$ cat src/rtl/enemy_ai.sv
// Tick-driven fighting-game opponent: picks approach/retreat/defend/evade/idle
// from the player distance, attack edges and an LFSR, and drives one command level.
module enemy_ai #(
  parameter int          NEAR_DX  = 64,
  parameter int          FAR_DX   = 192,
  parameter int          REACT    = 3,
  parameter int          HOLD_DEF = 6,
  parameter logic [15:0] SEED     = 16'hACE1
) (
  input  logic               clk,
  input  logic               rst,
  input  logic               tick,
  input  logic               en,
  input  logic signed [10:0] p_x,
  input  logic               p_isJ,
  input  logic               p_atk,
  input  logic signed [10:0] e_x,
  input  logic               e_isJ,
  output logic               right,
  output logic               left,
  output logic               jump,
  output logic               squat,
  output logic               defend
);

  localparam int RW = $clog2(REACT + 1);
  localparam int DW = $clog2(HOLD_DEF + 1);

  typedef enum logic [2:0] {IDLE, APPROACH, RETREAT, DEFEND, EVADE} state_t;

  state_t        state_q, state_d;
  logic [RW-1:0] react_cnt_q, react_cnt_d;
  logic [DW-1:0] def_cnt_q, def_cnt_d;
  logic [15:0]   lfsr_q, lfsr_d;
  logic          patk_q, patk_d;
  logic [4:0]    cmd_q, cmd_d;   // {right, left, jump, squat, defend}

  logic signed [11:0] dx;
  logic        [11:0] ad;
  logic               atk_edge, take_edge, expiry, near, far;

  assign dx   = {e_x[10], e_x} - {p_x[10], p_x};
  assign ad   = dx[11] ? 12'(-dx) : 12'(dx);
  assign near = ad < 12'(NEAR_DX);
  assign far  = ad > 12'(FAR_DX);

  // A fresh attack edge is ignored while already guarding, and a reload pre-empts expiry.
  assign atk_edge  = p_atk & ~patk_q;
  assign take_edge = atk_edge && (state_q != DEFEND) && (def_cnt_q == '0);
  assign expiry    = (react_cnt_q == RW'(1)) && !take_edge;

  always_comb begin
    state_d     = state_q;
    react_cnt_d = react_cnt_q;
    def_cnt_d   = def_cnt_q;
    lfsr_d      = lfsr_q;
    patk_d      = patk_q;
    cmd_d       = cmd_q;
    if (tick) begin
      patk_d = p_atk;
      lfsr_d = {lfsr_q[14:0], lfsr_q[15] ^ lfsr_q[13] ^ lfsr_q[12] ^ lfsr_q[10]};

      if (!en)                        state_d = IDLE;
      else if (def_cnt_q != '0)       state_d = DEFEND;
      else if (expiry && !e_isJ)      state_d = DEFEND;
      else if (p_isJ && near)         state_d = EVADE;
      else if (far)                   state_d = APPROACH;
      else if (near)                  state_d = RETREAT;
      else                            state_d = IDLE;

      if (!en)                        react_cnt_d = '0;
      else if (take_edge)             react_cnt_d = RW'(REACT);
      else if (react_cnt_q != '0)     react_cnt_d = react_cnt_q - RW'(1);

      if (!en)                        def_cnt_d = '0;
      else if (state_d == DEFEND && state_q != DEFEND) def_cnt_d = DW'(HOLD_DEF - 1);
      else if (def_cnt_q != '0)       def_cnt_d = def_cnt_q - DW'(1);

      cmd_d = 5'b00000;
      if (en) begin
        case (state_d)
          APPROACH: cmd_d = dx[11] ? 5'b10000 : 5'b01000;
          RETREAT:  cmd_d = dx[11] ? 5'b01000 : 5'b10000;
          DEFEND:   cmd_d = 5'b00001;
          EVADE:    cmd_d = 5'b00010;
          default:  cmd_d = (lfsr_q[2:0] == 3'b000 && !e_isJ) ? 5'b00100 : 5'b00000;
        endcase
      end
    end
  end

  always_ff @(posedge clk) begin
    if (rst) begin
      state_q     <= IDLE;
      react_cnt_q <= '0;
      def_cnt_q   <= '0;
      lfsr_q      <= SEED;
      patk_q      <= 1'b0;
      cmd_q       <= 5'b00000;
    end else begin
      state_q     <= state_d;
      react_cnt_q <= react_cnt_d;
      def_cnt_q   <= def_cnt_d;
      lfsr_q      <= lfsr_d;
      patk_q      <= patk_d;
      cmd_q       <= cmd_d;
    end
  end

  assign {right, left, jump, squat, defend} = cmd_q;

endmodule

$ cat config.mk
export PLATFORM = sky130hd
export DESIGN_NAME = enemy_ai
export DESIGN_NICKNAME = d
export VERILOG_FILES = /design/src/rtl/enemy_ai.sv
export SDC_FILE = /design/constraint.sdc
export NUM_CORES = 1
export LEC_CHECK = 0
export CORE_MARGIN = 3
export CORE_UTILIZATION = 55
export CTS_CLUSTER_SIZE = 30
export DETAILED_ROUTE_END_ITERATION = 12
export HOLD_SLACK_MARGIN = 0.12
export PLACE_DENSITY = 0.9
export SYNTH_ARGS = -nofsm -noshare
export SYNTH_HDL_FRONTEND = slang
export SYNTH_SLANG_ARGS = --single-unit
$ cat constraint.sdc
create_clock -name clk -period 10.6 [get_ports clk]
set_input_delay 2.12 -clock clk [delete_from_list [all_inputs] [get_ports clk]]
set_output_delay 2.12 -clock clk [all_outputs]
set_load 0.02 [all_outputs]
# ---- Word level (Yosys, flattened, before mapping)
# Cells that the tools add are included.
# Widths: inputs -> output; s select.
dict set report totals {
  ff_bits 30
  input_bits 29
  word_cells 59
}
dict set report classes {
  addsub 4
  n_lt_le_gt_ge 2
  eq_ne 8
  mux 19
  bitwise 5
  n_reduce_logical 15
}
# op count
set ops {}
lappend ops {{$mux 3} 9}
lappend ops {{$pmux 5 s4} 1}
lappend ops {{$mux 5} 3}
lappend ops {{$gt 12x8->1 const B} 1}
lappend ops {{$lt 12x7->1 const B} 1}
lappend ops {{$mux 12} 1}
lappend ops {{$neg 12->12} 1}
lappend ops {{$sub 11x11->12} 1}
lappend ops {{$mux 2} 5}
lappend ops {{$logic_and 1x1->1} 7}
lappend ops {{$eq 3x2->1 const B} 2}
lappend ops {{$logic_not 3->1} 2}
lappend ops {{$ne 3x1->1 const B} 2}
lappend ops {{$reduce_and 2->1} 2}
lappend ops {{$eq 3x1->1 const B} 1}
lappend ops {{$eq 3x3->1 const B} 1}
lappend ops {{$ne 3x2->1 const B} 1}
lappend ops {{$reduce_bool 3->1} 1}
lappend ops {{$sub 3x1->3 const B} 1}
lappend ops {{$xor 1x1->1} 3}
lappend ops {{$eq 2x1->1 const B} 1}
lappend ops {{$logic_not 1->1} 2}
lappend ops {{$reduce_bool 2->1} 1}
lappend ops {{$sub 2x1->2 const B} 1}
lappend ops {{2 further kinds} 2}

# ---- Depth between registers and ports, before layout
# Gate-level depths: netlist (run 1).
dict set report depth {
  ltp_word 15
  depth_mapped 15
}

# ---- Least setup slack after synthesis (run 1)
# No wires, ideal clock.
dict set report synth_path {
  kind {input -> register}
  from {input e_x[0]}
  to {register cmd_q[3]}
  setup_ns 0.062
  t_arrival_ns 5.061
  required_ns 10.538
  slack_ns 5.477
  stages 14
  cell_sequence {inv_1 ha_1 inv_1 fa_1 a21o_1 a21oi_1 xnor2_1 a211oi_2 nand3_1 mux2_4 a32o_1 a31o_4 or4b_1 nand3_1}
}
dict set report synth_between {
  elab_chain_cells 14
  word_cells_on_any_way 21
  cone_classes {add/sub: 2; order compare: 2; eq/ne: 4; mux: 12; reduce/logical: 1}
}
# item line_no
set synth_lines {}
lappend synth_lines {{start: declaration} 17} ;# input logic signed [10:0] e_x,
lappend synth_lines {{$sub 11x11->12 (*)} 42} ;# assign dx = {e_x[10], e_x} - {p_x[10], p_x};
lappend synth_lines {{$neg 12->12} 43} ;# assign ad = dx[11] ? 12'(-dx) : 12'(dx);
lappend synth_lines {{$mux 12} 43}
lappend synth_lines {{$lt 12x7->1} 44} ;# assign near = ad < 12'(NEAR_DX);
lappend synth_lines {{$mux 2} 68} ;# else if (near) state_d = RETREAT;
lappend synth_lines {{$mux 2} 67} ;# else if (far) state_d = APPROACH;
lappend synth_lines {{$mux 3} 66} ;# else if (p_isJ && near) state_d = EVADE;
lappend synth_lines {{$mux 3} 65} ;# else if (expiry && !e_isJ) state_d = DEFEND;
lappend synth_lines {{$mux 3} 64} ;# else if (def_cnt_q != '0) state_d = DEFEND;
lappend synth_lines {{$mux 3} 63} ;# if (!en) state_d = IDLE;
lappend synth_lines {{$mux 3} 59} ;# if (tick) begin
lappend synth_lines {{$eq 3x3->1, or another cell as far along} 81} ;# case (state_d)
lappend synth_lines {{$pmux 5 s4 (*)} 81}
lappend synth_lines {{$mux 5 (*)} 80} ;# if (en) begin
lappend synth_lines {{end signal: assignment} 106} ;# cmd_q <= cmd_d;
lappend synth_lines {{end: declaration} 36} ;# logic [4:0] cmd_q, cmd_d;
# Mark *: on every way between the ends. The rest lies on a longest branch, timed or not. The select of a mux whose other input is x is not followed.
# A chain may end at the register's enable or synchronous reset.

# ---- Worst setup path in the final report (run 1)
dict set report layout_path {
  from {input p_x[0]}
  to {register cmd_q[3]}
}
dict set report layout_between {
  elab_chain_cells 14
  word_cells_on_any_way 21
  cone_classes {add/sub: 2; order compare: 2; eq/ne: 4; mux: 12; reduce/logical: 1}
}
# item line_no
set layout_lines {}
lappend layout_lines {{start: declaration} 14} ;# input logic signed [10:0] p_x,
lappend layout_lines {{$sub 11x11->12 (*)} 42}
lappend layout_lines {{$neg 12->12} 43}
lappend layout_lines {{$mux 12} 43}
lappend layout_lines {{$lt 12x7->1} 44}
lappend layout_lines {{$mux 2} 68}
lappend layout_lines {{$mux 2} 67}
lappend layout_lines {{$mux 3} 66}
lappend layout_lines {{$mux 3} 65}
lappend layout_lines {{$mux 3} 64}
lappend layout_lines {{$mux 3} 63}
lappend layout_lines {{$mux 3} 59}
lappend layout_lines {{$eq 3x3->1, or another cell as far along} 81}
lappend layout_lines {{$pmux 5 s4 (*)} 81}
lappend layout_lines {{$mux 5 (*)} 80}
# Marked as above.

==> impl_metrics.json, run 1 <==
{
  "outcome": "finished, final reports clean",
  "setup_violations": 0,
  "synth_seq_cells": 30,
  "fmax_ghz": 0.179,
  "synth-seq-area-share_pct": 25.8,
  "syn-num-nets": 335,
  "finalSetupTns_ns": 0,
  "maxCapViolCount": 0,
  "wl_um": 4900,
  "rows": 22,
  "drive_gt1_share_pct": 6.88,
  "cts_made_buffers": 5,
  "final.setup_skew_ns": 0.00408,
  "power_frac_clock_pct": 37.9,
  "ys_top_cells_by_area": "dfxtp_1, ha_1, mux2i_1, a21oi_1, nor2_1",
  "fin_crit_sh_pct": 52.6,
  "slew_violations": 0,
  "clk_root_buffer_cell": "clkbuf_8",
  "switching_share_pct": 28.5,
  "wl_per_cell_um": 13.3,
  "synth_warnings": 0,
  "dp_hpwl_um": 3610,
  "ios": 34,
  "grt_use_total_pct": 19.5,
  "synth-main-ff-cell": "dfxtp_1",
  "worst-setup-path-type": "primary input to flop",
  "cts.sinks": 30,
  "post_cts_buffers": 0,
  "cts-resized-gates": 0,
  "cts_htree_levels": 2,
  "die_h_um": 71.0,
  "synth_edf_count": 0,
  "coreArea_um2": 3850,
  "clockBufferDepth": 2,
  "initial_core_util_pct": 60.3,
  "avgSynthCellArea_um2": 8.04,
  "max_slew_margin_pct": 31.3,
  "worst_pin_slew_ns": 1.03,
  "die_area_um2": 5040,
  "intPower_uw": 271,
  "netlist_area_um2": 2320,
  "via_per_inst": 5.81,
  "period_minus_slack_ns": 5.57,
  "peakVddDrop_uv": 80.8,
  "grt.overflow.total": 0,
  "endpoint_kind": "flop",
  "area_growth_pct": 21.1,
  "powerDensity_nw_per_um2": 135,
  "antenna_cells": 0,
  "arrival_ns": 5.80,
  "final-hold-violation-count": 0,
  "grt_pass1_vias": 1938,
  "rsz0062_at_grt": "false",
  "p_comb_share_pct": 29.7,
  "worstSetupStartpointType": "primary input",
  "hold_buffers": 0,
  "yosys.area.top_type_share_pct": 25.8,
  "netSwitchingPower_uw": 108,
  "ant_nets": 0,
  "clock_latency_ns": 0.28,
  "port_buffers": 33,
  "synth.distinct_cells": 54,
  "yosysTopAreaCell": "dfxtp_1",
  "hold_path.class": "flop to flop",
  "route.detailed.drc": 0,
  "drt_iter0_markers": 119,
  "globalplace.congestion": 0.838,
  "leakage_uw": 0.00115,
  "layout.nets": 365,
  "grt_max_degree": 45,
  "cp_max_fo": 8,
  "antenna_found_initial": 0,
  "clkTransAtPathRegs_ns": 0.07,
  "synthCells": 289,
  "cp.required_ns": 10.82,
  "dr.pass1.iters": 4,
  "cts_tree": "built",
  "p_seq_share_pct": 32.4,
  "vias": 2138,
  "grt_first_pass_wirelength_um": 8190,
  "dieWidth_um": 71.0,
  "fin_util_pct": 73.0,
  "ys_async_sr_fraction_pct": 0
}
[per-stage QoR]
stage	total power (uW)	hold WS (ns)	instance area [um^2]	std cells	setup WS [ns]
after global placement	233	0.443	2670	360	4.93
final	380	0.460	2810	368	5.03
after detailed placement	236	0.448	2670	360	4.78
after global routing	398	0.484	2810	368	4.84
after floorplan	210	0.431	2320	289	5.48
after CTS	381	0.461	2810	368	5.07
[synth_stat cells (3+ instances only)]
master    count
dfxtp_1      30
nor2_1       24
inv_1        22
a21oi_1      19
nand2_1      19
ha_1         16
nand2b_1     13
nand3_1      12
nor2b_1      11
mux2i_1      10
a211o_1       9
xnor2_1       8
nor3_1        7
o21ai_0       7
nand4_1       6
clkbuf_1      5
a211oi_1      4
a21o_1        4
buf_1         4
o21a_1        4
xor2_1        4
a221oi_1      3
nor3b_1       3
o21ai_1       3
o22ai_1       3
or2_2         3
[metal layers]
layer	GRT usage (%)	vias to the layer above	part of all wire, %
li1	-	1098	-
met1	25.7	993	47
met2	31.5	43	48
met3	3.13	4	3.8
met4	8.14	0	0.98
met5	0	-	0
[power by group through the flow]
stage	Combinational [uW]	Clock, uW	Sequential, uW
2_1_floorplan	84.3	0	125
3_3_place_gp	108	0	125
3_5_place_dp	111	0	126
4_1_cts	112	145	123
5_1_grt	124	150	124
6_report	113	144	123
[state kept, by name, summed over array words and instances (netlist names)]
| name | flops |
|---|---|
| lfsr_q | 16 |
| cmd_q | 5 |
| def_cnt_q | 3 |
| state_q | 3 |
| react_cnt_q | 2 |
| patk_q | 1 |
[worst paths after layout]
kind	from	end	slack (ns)	cells past startpoint
worst max-delay path	p_x[0]	cmd_q[3]	5.03	14
worst min-delay path	lfsr_q[6]	lfsr_q[7]	0.46	1
worst max register to register	def_cnt_q[0]	def_cnt_q[0]	8.04	10
worst min register to register	lfsr_q[6]	lfsr_q[7]	0.46	1
[placed cells by master, fill, tap and decap left out, types with 4 or more instances in the layout]
master,n
a211o_1,9
o21ai_0,7
nor2_1,24
clkbuf_8,6
nand2_1,19
xnor2_1,8
nor3_1,7
o21a_1,4
a211oi_1,4
a21o_1,4
clkdlybuf4s50_1,33
nand2b_1,13
xor2_1,4
dfxtp_1,30
nor2b_1,11
a21oi_1,19
ha_1,16
nand3_1,12
mux2i_1,10
inv_1,22
nand4_1,6
[cells by family after synthesis]
group,share of synthesized area [%]
AO/OA/AOI/OAI,22.6
XOR/XNOR,5.22
adder cells (fa/ha/maj),9.48
flip-flops,25.8
AND/OR/NAND/NOR,26.2
buffers and inverters,5.71
multiplexers,4.95
[cell type report]
cell class	count	area, um^2
Clock buffer	6	82.6
Clock inverter	2	60.1
Fill cell	283	1040
Inverter	22	82.6
Multi-Input combinational cell	226	1590
Sequential cell	30	601
Tap cell	48	60.1
Timing Repair Buffer	34	338
[critical path: stages]
cell and delay (ns):
clkdlybuf4s50_1 0.47, ha_1 0.17, inv_1 0.05, fa_1 0.41, a21o_1 0.23, a21oi_1 0.29
xnor2_1 0.18, a211oi_2 0.30, nand3_1 0.14, mux2_4 0.34, a32o_1 0.26, a31o_4 0.26
or4b_1 0.49, nand3_1 0.09
No activity file was read; power rests on OpenSTA's default activity.
==> run 2: changes to the inputs <==
==> constraint.sdc (replaced) <==
create_clock -name clk -period 5.7 [get_ports clk]
set_input_delay 1.14 -clock clk [delete_from_list [all_inputs] [get_ports clk]]
set_output_delay 1.14 -clock clk [all_outputs]
set_load 0.02 [all_outputs]
==> run 2 against run 1 <==
Against the previous run: hold slack got worse by 0.0072 ns; sequential power increased by 86%; final cell count stayed put; wire length barely moved; clock power is 85% higher; worst setup slack got worse by 3.9 ns; final area unchanged; clock skew shrank 0.00091 ns; largest power group unchanged; highest routed layer unchanged.
==> impl_metrics.json, run 2 (synthesis results as in run 1) <==
{
  "critPathSlowestCell": "or4b_1",
  "vias": 2145,
  "die_h_um": 71.0,
  "wl_per_cell_um": 13.3,
  "port_buffers": 33,
  "via_per_inst": 5.83,
  "antenna_found_initial": 0,
  "drt_iter0_markers": 119,
  "fill_cells": 287,
  "cp_max_fo": 8,
  "rows": 22,
  "coreArea_um2": 3850,
  "fmax_ghz": 0.218,
  "clk_root_buffer_cell": "clkbuf_8",
  "cp.required_ns": 5.92,
  "final.setup_skew_ns": 0.00317,
  "ant_nets": 0,
  "most-common-layout-cells": "clkdlybuf4s50_1, dfxtp_1, nor2_1",
  "leakage_uw": 0.00115,
  "globalplace.congestion": 0.838,
  "grt.overflow.total": 0,
  "mostFrequentLayoutCell": "clkdlybuf4s50_1",
  "route.detailed.drc": 0,
  "worst-setup-path-type": "primary input to flop",
  "maxCapViolCount": 0,
  "cts_tree": "built",
  "rr_startpoint": "def_cnt_q[0]",
  "rsz0062_at_grt": "false",
  "worst_pin_slew_ns": 1.01,
  "cts-resized-gates": 0,
  "hold_path.class": "flop to flop",
  "clock_latency_ns": 0.28,
  "drive_gt1_share_pct": 6.88,
  "grt_max_degree": 45,
  "dp_hpwl_um": 3670,
  "grt_pass1_vias": 1936,
  "dr.pass1.iters": 4,
  "period_minus_slack_ns": 4.59,
  "final-hold-violation-count": 0,
  "max_slew_margin_pct": 32.6,
  "peakVddDrop_uv": 126,
  "arrival_ns": 4.81,
  "ios": 34,
  "slew_violations": 0,
  "hold_buffers": 0,
  "crit_family": "compound AO/OA/AOI/OAI gates",
  "cpMostUsedCell": "nand3_1",
  "layout.nets": 365,
  "clockBufferDepth": 2,
  "top_regs": "lfsr_q (16), cmd_q (5)",
  "wl_um": 4890,
  "cp_cell_sequence": "clkdlybuf4s50_1 -> ha_1 -> inv_1 -> fa_1 -> a21o_1 -> a21oi_1 -> xnor2_1 -> a211oi_2 -> nand3_1 -> mux2_4 -> a32o_1 -> a31o_4 -> or4b_1 -> nand3_1",
  "setup_violations": 0,
  "place_ws_ns": 0.858,
  "cts_htree_levels": 2,
  "finalSetupTns_ns": 0,
  "cts_made_buffers": 5,
  "initial_core_util_pct": 60.3,
  "antenna_cells": 0,
  "outcome": "finished, final reports clean",
  "grt_use_total_pct": 19.3,
  "dieWidth_um": 71.0,
  "hp-start": "cmd_q[2]",
  "worstSetupStartpointType": "primary input",
  "clkTransAtPathRegs_ns": 0.06,
  "fin_crit_sh_pct": 80.5,
  "cts.sinks": 30,
  "slowest_delay_ns": 0.51,
  "die_area_um2": 5040,
  "startpoint": "p_x[0]",
  "largest_reg_flops": 16,
  "largest_register": "lfsr_q",
  "timing.final.ws_setup_ns": 1.11,
  "area_growth_pct": 21.1,
  "grt_first_pass_wirelength_um": 8050,
  "endpoint_kind": "flop",
  "powerDensity_nw_per_um2": 250,
  "post_cts_buffers": 0,
  "crit_buf_inv": 2
}
## run 2: cell counts in the layout (fill, tap and decap cells not counted)
Identical to the previous run, type by type.
## run 2: worst paths after layout
path / to / slack, ns / depth (start not counted)
max: cmd_q[3] / 1.11 / 14
max reg2reg: def_cnt_q[2] / 3.16 / 10
min reg2reg: cmd_q[2] / 0.45 / 2
min: cmd_q[2] / 0.45 / 2
## run 2: metal layers
metal	track usage, %	vias up	share of wire [%]
met1	24.0	985	46
met3	3.55	4	4.9
met5	0	-	0
met2	33.5	60	49
met4	6.05	0	0.51
li1	-	1096	-
## run 2: layout make-up
| class | count | area (um^2) | share of cell area, % |
|---|---|---|---|
| Inverter | 22 | 82.6 | 2.93 |
| Clock inverter | 2 | 60.1 | 2.13 |
| Sequential cell | 30 | 601 | 21.3 |
| Multi-Input combinational cell | 226 | 1590 | 56.5 |
| Tap cell | 48 | 60.1 | 2.13 |
| Timing Repair Buffer | 34 | 338 | 12.0 |
| Clock buffer | 6 | 82.6 | 2.93 |
## run 2: worst min-delay path, delay by kind of cell, from the launching register on
kind               cells  cell delay (ns)
AOI/OAI and AO/OA      1             0.05
DFF                    1             0.31
and+or+nand+nor        1             0.05
## run 2: per-stage QoR
step | hold WS, ns | instance area [um^2] | power, uW | util [%] | cells
finish | 0.452 | 2810 | 705 | 73.0 | 368
global route | 0.483 | 2810 | 739 | 73.0 | 368
CTS | 0.457 | 2810 | 708 | 73.0 | 368
detailed placement | 0.448 | 2670 | 440 | 69.3 | 360
global placement | 0.443 | 2670 | 433 | 69.3 | 360
floorplan | 0.431 | 2320 | 390 | - | 289
## run 2: power breakdown
group	internal [uW]	switching (uW)	total (uW)
clock	186	79.7	266
sequential	222	7.42	229
combinational	96.2	113	210
==> run 3: changes to the inputs <==
--- a/config.mk
+++ b/config.mk
@@ -6,11 +6,11 @@
 export NUM_CORES = 1
 export LEC_CHECK = 0
 export CORE_MARGIN = 3
-export CORE_UTILIZATION = 55
+export CORE_UTILIZATION = 49
 export CTS_CLUSTER_SIZE = 30
 export DETAILED_ROUTE_END_ITERATION = 12
 export HOLD_SLACK_MARGIN = 0.12
-export PLACE_DENSITY = 0.9
+export PLACE_DENSITY = 0.85
 export SYNTH_ARGS = -nofsm -noshare
 export SYNTH_HDL_FRONTEND = slang
 export SYNTH_SLANG_ARGS = --single-unit
==> constraint.sdc (replaced) <==
create_clock -name clk -period 3.7 [get_ports clk]
set_input_delay 0.74 -clock clk [delete_from_list [all_inputs] [get_ports clk]]
set_output_delay 0.74 -clock clk [all_outputs]
set_load 0.02 [all_outputs]
==> run 3 against run 2 <==
Against the previous run: the flow now finishes with violations (setup timing); die area up 11%; final cell count rose by 14%; via count rose by 10%; wire length is 19% higher; flip-flop and latch count is the same; first-iteration DRC count up 39%; clock power fell by 11%; combinational power up 120%; largest cell class unchanged; largest power group is now combinational logic; highest routed layer unchanged.
==> impl_metrics.json, run 3 (synthesis results as in run 1) <==
{
  "r2r_setup_slack_ns": 1.31,
  "endpoint_kind": "flop",
  "die_area_um2": 5600,
  "clockBufferDepth": 2,
  "die_h_um": 74.9,
  "wl_per_cell_um": 13.8,
  "crit_family": "compound AO/OA/AOI/OAI gates",
  "drive_gt1_share_pct": 27.5,
  "cts_tree": "built",
  "clk_root_buffer_cell": "clkbuf_8",
  "maxCapViolCount": 0,
  "cts_made_buffers": 5,
  "timing.final.ws_setup_ns": -0.0108,
  "powerDensity_nw_per_um2": 319,
  "clock_latency_ns": 0.27,
  "hold-path-endpoint": "lfsr_q[6]",
  "fin_cells": 419,
  "netSwitchingPower_uw": 342,
  "grt.overflow.total": 0,
  "worst_pin_slew_ns": 0.449,
  "max_slew_margin_pct": 69.6,
  "fmax_ghz": 0.269,
  "design_area_um2": 3270,
  "rr_startpoint": "def_cnt_q[1]",
  "ios": 34,
  "port_buffers": 33,
  "dieWidth_um": 74.9,
  "critical_path_depth": 16,
  "cp.required_ns": 3.89,
  "dp_hpwl_um": 4140,
  "power_uw": 1040,
  "intPower_uw": 703,
  "routed.top_layer": "met4",
  "crit_buf_inv": 4,
  "cts_htree_levels": 2,
  "place_area_um2": 3010,
  "peakVddDrop_uv": 193,
  "wl_um": 5800,
  "mostFrequentLayoutCell": "buf_4",
  "area_growth_pct": 40.9,
  "place_ws_ns": -0.527,
  "p_seq_share_pct": 33.8,
  "slew_violations": 0,
  "met2_length_um": 3000,
  "placedCellCount": 407,
  "hold_path.class": "flop to flop",
  "clkTransAtPathRegs_ns": 0.06,
  "fill_cells": 330,
  "violations": "setup timing",
  "largest_register": "lfsr_q",
  "initial_core_util_pct": 51.9,
  "power_frac_clock_pct": 22.8,
  "wl_met1_um": 2510,
  "cts.sinks": 30,
  "critPathSlowestCell": "or4_4",
  "final-hold-violation-count": 0,
  "dr.pass1.iters": 5,
  "wl_met3_um": 192,
  "p_comb_share_pct": 43.5,
  "grt_use_total_pct": 20.1,
  "drt_iter0_markers": 166,
  "switching_share_pct": 32.7,
  "grt_pass1_vias": 2200,
  "r2r_cells": 10,
  "setup_violations": 1,
  "worst-setup-path-type": "primary input to flop",
  "globalplace.congestion": 0.872,
  "fin_crit_sh_pct": 100,
  "period_minus_slack_ns": 3.71,
  "largest_reg_flops": 16,
  "outcome": "complete, but fails checks",
  "antenna_found_initial": 0,
  "rows": 24,
  "slowest_delay_ns": 0.50,
  "route.detailed.drc": 0,
  "arrival_ns": 3.90,
  "grt_first_pass_wirelength_um": 8970,
  "coreArea_um2": 4470,
  "hp-start": "lfsr_q[5]",
  "cp_max_fo": 4,
  "antenna_cells": 0,
  "via_per_inst": 5.64,
  "most-common-layout-cells": "buf_4, dfxtp_1, clkdlybuf4s50_1",
  "final.setup_skew_ns": 0.00540,
  "cp_cell_sequence": "clkbuf_2 -> inv_1 -> ha_2 -> inv_2 -> fa_2 -> a21o_1 -> a31oi_2 -> nor3_2 -> or4_4 -> or3_1 -> o211ai_1 -> a32o_2 -> a31o_4 -> buf_6 -> nand4_1 -> a221oi_2",
  "layout.nets": 413,
  "vias": 2364,
  "leakage_uw": 0.00141,
  "hold_depth": 1,
  "grt_max_degree": 44,
  "top_regs": "lfsr_q (16), cmd_q (5)",
  "worstSetupStartpointType": "primary input",
  "ant_nets": 0,
  "holdWs_ns": 0.462,
  "r2r-end": "cmd_q[3]"
}
## run 3: cell count changes in the layout (fill, tap and decap cells not counted), sizes merged
cell / before / now
clkinv: 0 / 2
clkbuf: 6 / 7
dlymetal6s2s: 0 / 3
clkdlybuf4s50: 33 / 26
buf: 1 / 49
bufinv: 2 / 0
dlygate4sd2: 0 / 2
## run 3: per-stage QoR
step / util, % / TNS, ns
after global routing: 73.2 / -0.273
after global placement: 67.2 / -3.74
after CTS: 70.2 / 0
after floorplan: - / 0
final: 73.2 / -0.0108
after detailed placement: 67.2 / -4.70
## run 3: power groups by stage
| stage | Sequential [uW] | Combinational [uW] | Clock, uW |
|---|---|---|---|
| 4_1_cts | 353 | 414 | 243 |
| 6_report | 353 | 454 | 238 |
| 5_1_grt | 354 | 495 | 259 |
| 2_1_floorplan | 359 | 243 | 0 |
| 3_5_place_dp | 360 | 401 | 0 |
| 3_3_place_gp | 359 | 386 | 0 |
## run 3: worst reg2reg max path, stage by stage (launching register included)
cell	delay (ns)
dfxtp_1	0.36
inv_1	0.07
ha_1	0.19
nand2b_1	0.15
nor4b_1	0.10
nor2_1	0.34
nor3_1	0.14
a22o_1	0.29
o21ai_2	0.12
or4b_4	0.50
nand3_2	0.08
## run 3: how the worst max path moves through the flow
stage	startpoint	to
6_report	e_x[0]	def_cnt_q[2]
5_1_grt	e_x[0]	def_cnt_q[2]
4_1_cts	p_x[4]	cmd_q[3]
3_5_place_dp	p_x[0]	cmd_q[3]
3_3_place_gp	p_x[0]	cmd_q[3]
2_1_floorplan	e_x[0]	cmd_q[3]
## run 3: routing by layer
layer,up-vias,GRT usage (%)
met3,11,3.87
met2,58,37.0
met5,-,0
li1,1189,-
met1,1106,23.1
met4,0,6.72
## run 3: repair_timing
item	CTS	global route
pin swaps	14	19
hold endpoints to repair	0	0
hold buffers	0	0
gates resized for setup	17	30
setup buffers	2	4
endpoints found under the setup margin	10	10
## run 3: area by class of cell
| type | instances | area (um^2) | area share [%] |
|---|---|---|---|
| multi-input cells | 226 | 1740 | 53.1 |
| repair buffers | 82 | 708 | 21.6 |
| flip-flops and latches | 30 | 601 | 18.3 |
| inverters | 22 | 82.6 | 2.52 |
| clock buffers | 5 | 68.8 | 2.10 |
| well taps | 52 | 65.1 | 1.99 |
| clock inverters | 2 | 10.0 | 0.306 |
==> patch, RTL diff (settings of run 1) <==
Change the parameter `HOLD_DEF` from 6 to 7.
--- a/src/rtl/enemy_ai.sv
+++ b/src/rtl/enemy_ai.sv
@@ -4,7 +4,7 @@
   parameter int          NEAR_DX  = 64,
   parameter int          FAR_DX   = 192,
   parameter int          REACT    = 3,
-  parameter int          HOLD_DEF = 6,
+  parameter int          HOLD_DEF = 7,
   parameter logic [15:0] SEED     = 16'hACE1
 ) (
   input  logic               clk,
Function: no difference found for any inputs over 10 cycles, from zero or initial values and one cycle with rst high; that may be too few to reach the edited logic, so the function may still have changed.
==> patch against run 1 <==
Critical path depth fell by 1; first-iteration DRC count rose by 31%; power fell by 11%; design area rose by 2.4%; combinational power rose by 6%; via count rose by 2.1%; count of clock-buffer cells in the layout rose by 1; clock skew fell by 0.0014 ns; synthesized area rose by 5.2%; sequential cell count did not move; worst setup slack improved by 0.090 ns; register-to-register slack got worse by 0.07 ns; wire length rose by 2.7%; critical path type unchanged; critical endpoint is now def_cnt_q[1]; largest power group is now sequential cells.
==> patch: results (changes against run 1) <==
[pwr] leakage power 1.15 nW [+0.44%]
[grt] global-route usage over all layers 0.204 [+0.00930]
[worst_setup_path] count of cells along the worst register-to-register path 8 [-2]
[pwr] sequential share of power 0.365 [+0.041]
[pwr] proportion of power drawn by the clock network 0.280 [-0.099]
[worst_setup_path] Reg2Reg Setup Slack 7.97 ns [-0.07 ns]
[grt] maximum number of pins on one net before global-route repair 43 [-4.4%]
[hold_path] Endpoint, Worst Hold lfsr_q[6]
[timing] worst slew pin tran 0.678 ns [-0.349 ns]
[synth] sequential-to-total area share from yosys stat 0.246 [-0.0128]
[placed_design] Placed Area 2790 um2 [+4.5%]
[cells_and_area] final non-filler cell total 370 [+0.54%]
[placed_design] RePlAce Congestion 0.816 [-2.7%]
[cells_and_area] fraction of layout cells with a size suffix above 1 0.0938 [+0.0250]
[placed_design] half-perimeter wire length of the detailed placement result 3740 um [+3.4%]
[pwr] net switching power 0.112 mW [+3.4%]
[synth] synthesized area per cell 8.49 um2 [+5.6%]
[drt] post-detailed-route via-to-cell ratio 5.90 [+1.5%]
[placed_design] post-placement cell count 362 [+0.56%]
[drt] initial drt markers 156 [+31%]
[grt] global-route wire length before repair 8800 um [+7.4%]
[outcome] status finished, final reports clean
[worst_setup_path] r2r endpoint state_q[0]
[pwr] P_comb 0.120 mW [+6%]
[pwr] peak ir drop on the vdd network 0.0000608 V [-25%]
[timing] smallest hold slack 0.461 ns [+0.00142 ns]
[timing] Worst Skew 0.00264 ns [-0.00143 ns]
[synth] number of distinct standard cells referenced by the synthesized netlist 67 [+24%]
[cts] # H-tree levels 2 [unchanged]
[worst_setup_path] crit path DAT 5.68 ns [-0.12 ns]
[drt] Pre-antenna DRT Iters 5 [+1]
[placed_design] number of buffer cells added on primary ports 33 [unchanged]
[synth] main area contributors after synthesis dfxtp_1 25%, ha_1 8.2%, mux2i_1 5.3%
[synth] synthesized netlist net count 334 [-0.30%]
[drt] WL per Instance 13.6 um [+2.1%]
[grt] via count of the first global-routing pass 2028 [+4.6%]
patch: cells by family (layout without fill, tap and decap cells):
family,after synthesis,in the layout,synth area share
XOR/XNOR,12,12,0.0461
AO/OA/AOI/OAI,78,78,0.258
buffers and inverters,33,65,0.0589
flip-flops,30,30,0.246
multiplexers,14,14,0.0594
AND/OR/NAND/NOR,104,104,0.242
adder cells (fa/ha/maj),17,17,0.0901
patch: area by class of cell:
cell class	instances	area, um2
tap	50	62.6
clock buffer	7	86.3
timing repair buffer	35	345
multi-input combinational	225	1700
sequential	30	601
clock inverter	1	5.00
inverter	22	82.6
fill	360	1260
patch: worst max path at each step:
stage | slack, ns | cells after the start | start | end
4_1_cts | 5.16 | 14 | p_x[0] | def_cnt_q[1]
3_5_place_dp | 4.87 | 14 | p_x[0] | def_cnt_q[1]
6_report | 5.12 | 13 | p_x[0] | def_cnt_q[1]
2_1_floorplan | 5.56 | 14 | e_x[0] | def_cnt_q[1]
5_1_grt | 4.83 | 12 | p_x[0] | def_cnt_q[1]
3_3_place_gp | 4.99 | 16 | p_x[0] | def_cnt_q[1]
patch: layer usage:
layer  track usage  routed length [um]  up-vias
li1              -                   -     1107
met1         0.281                2370      995
met2         0.326                2300       70
met3        0.0331                 276       10
met4        0.0656                  83        0
met5             0                   0        -
patch: worst max-delay path, cell delays in order:
cell	delay [ns]
clkdlybuf4s50_1	0.46
ha_1	0.18
inv_1	0.06
fa_1	0.42
a21oi_1	0.31
a22o_1	0.21
nor3b_2	0.30
o21ai_0	0.27
o21ai_0	0.31
a32oi_1	0.13
o31a_1	0.33
or3_1	0.35
a221oi_2	0.23
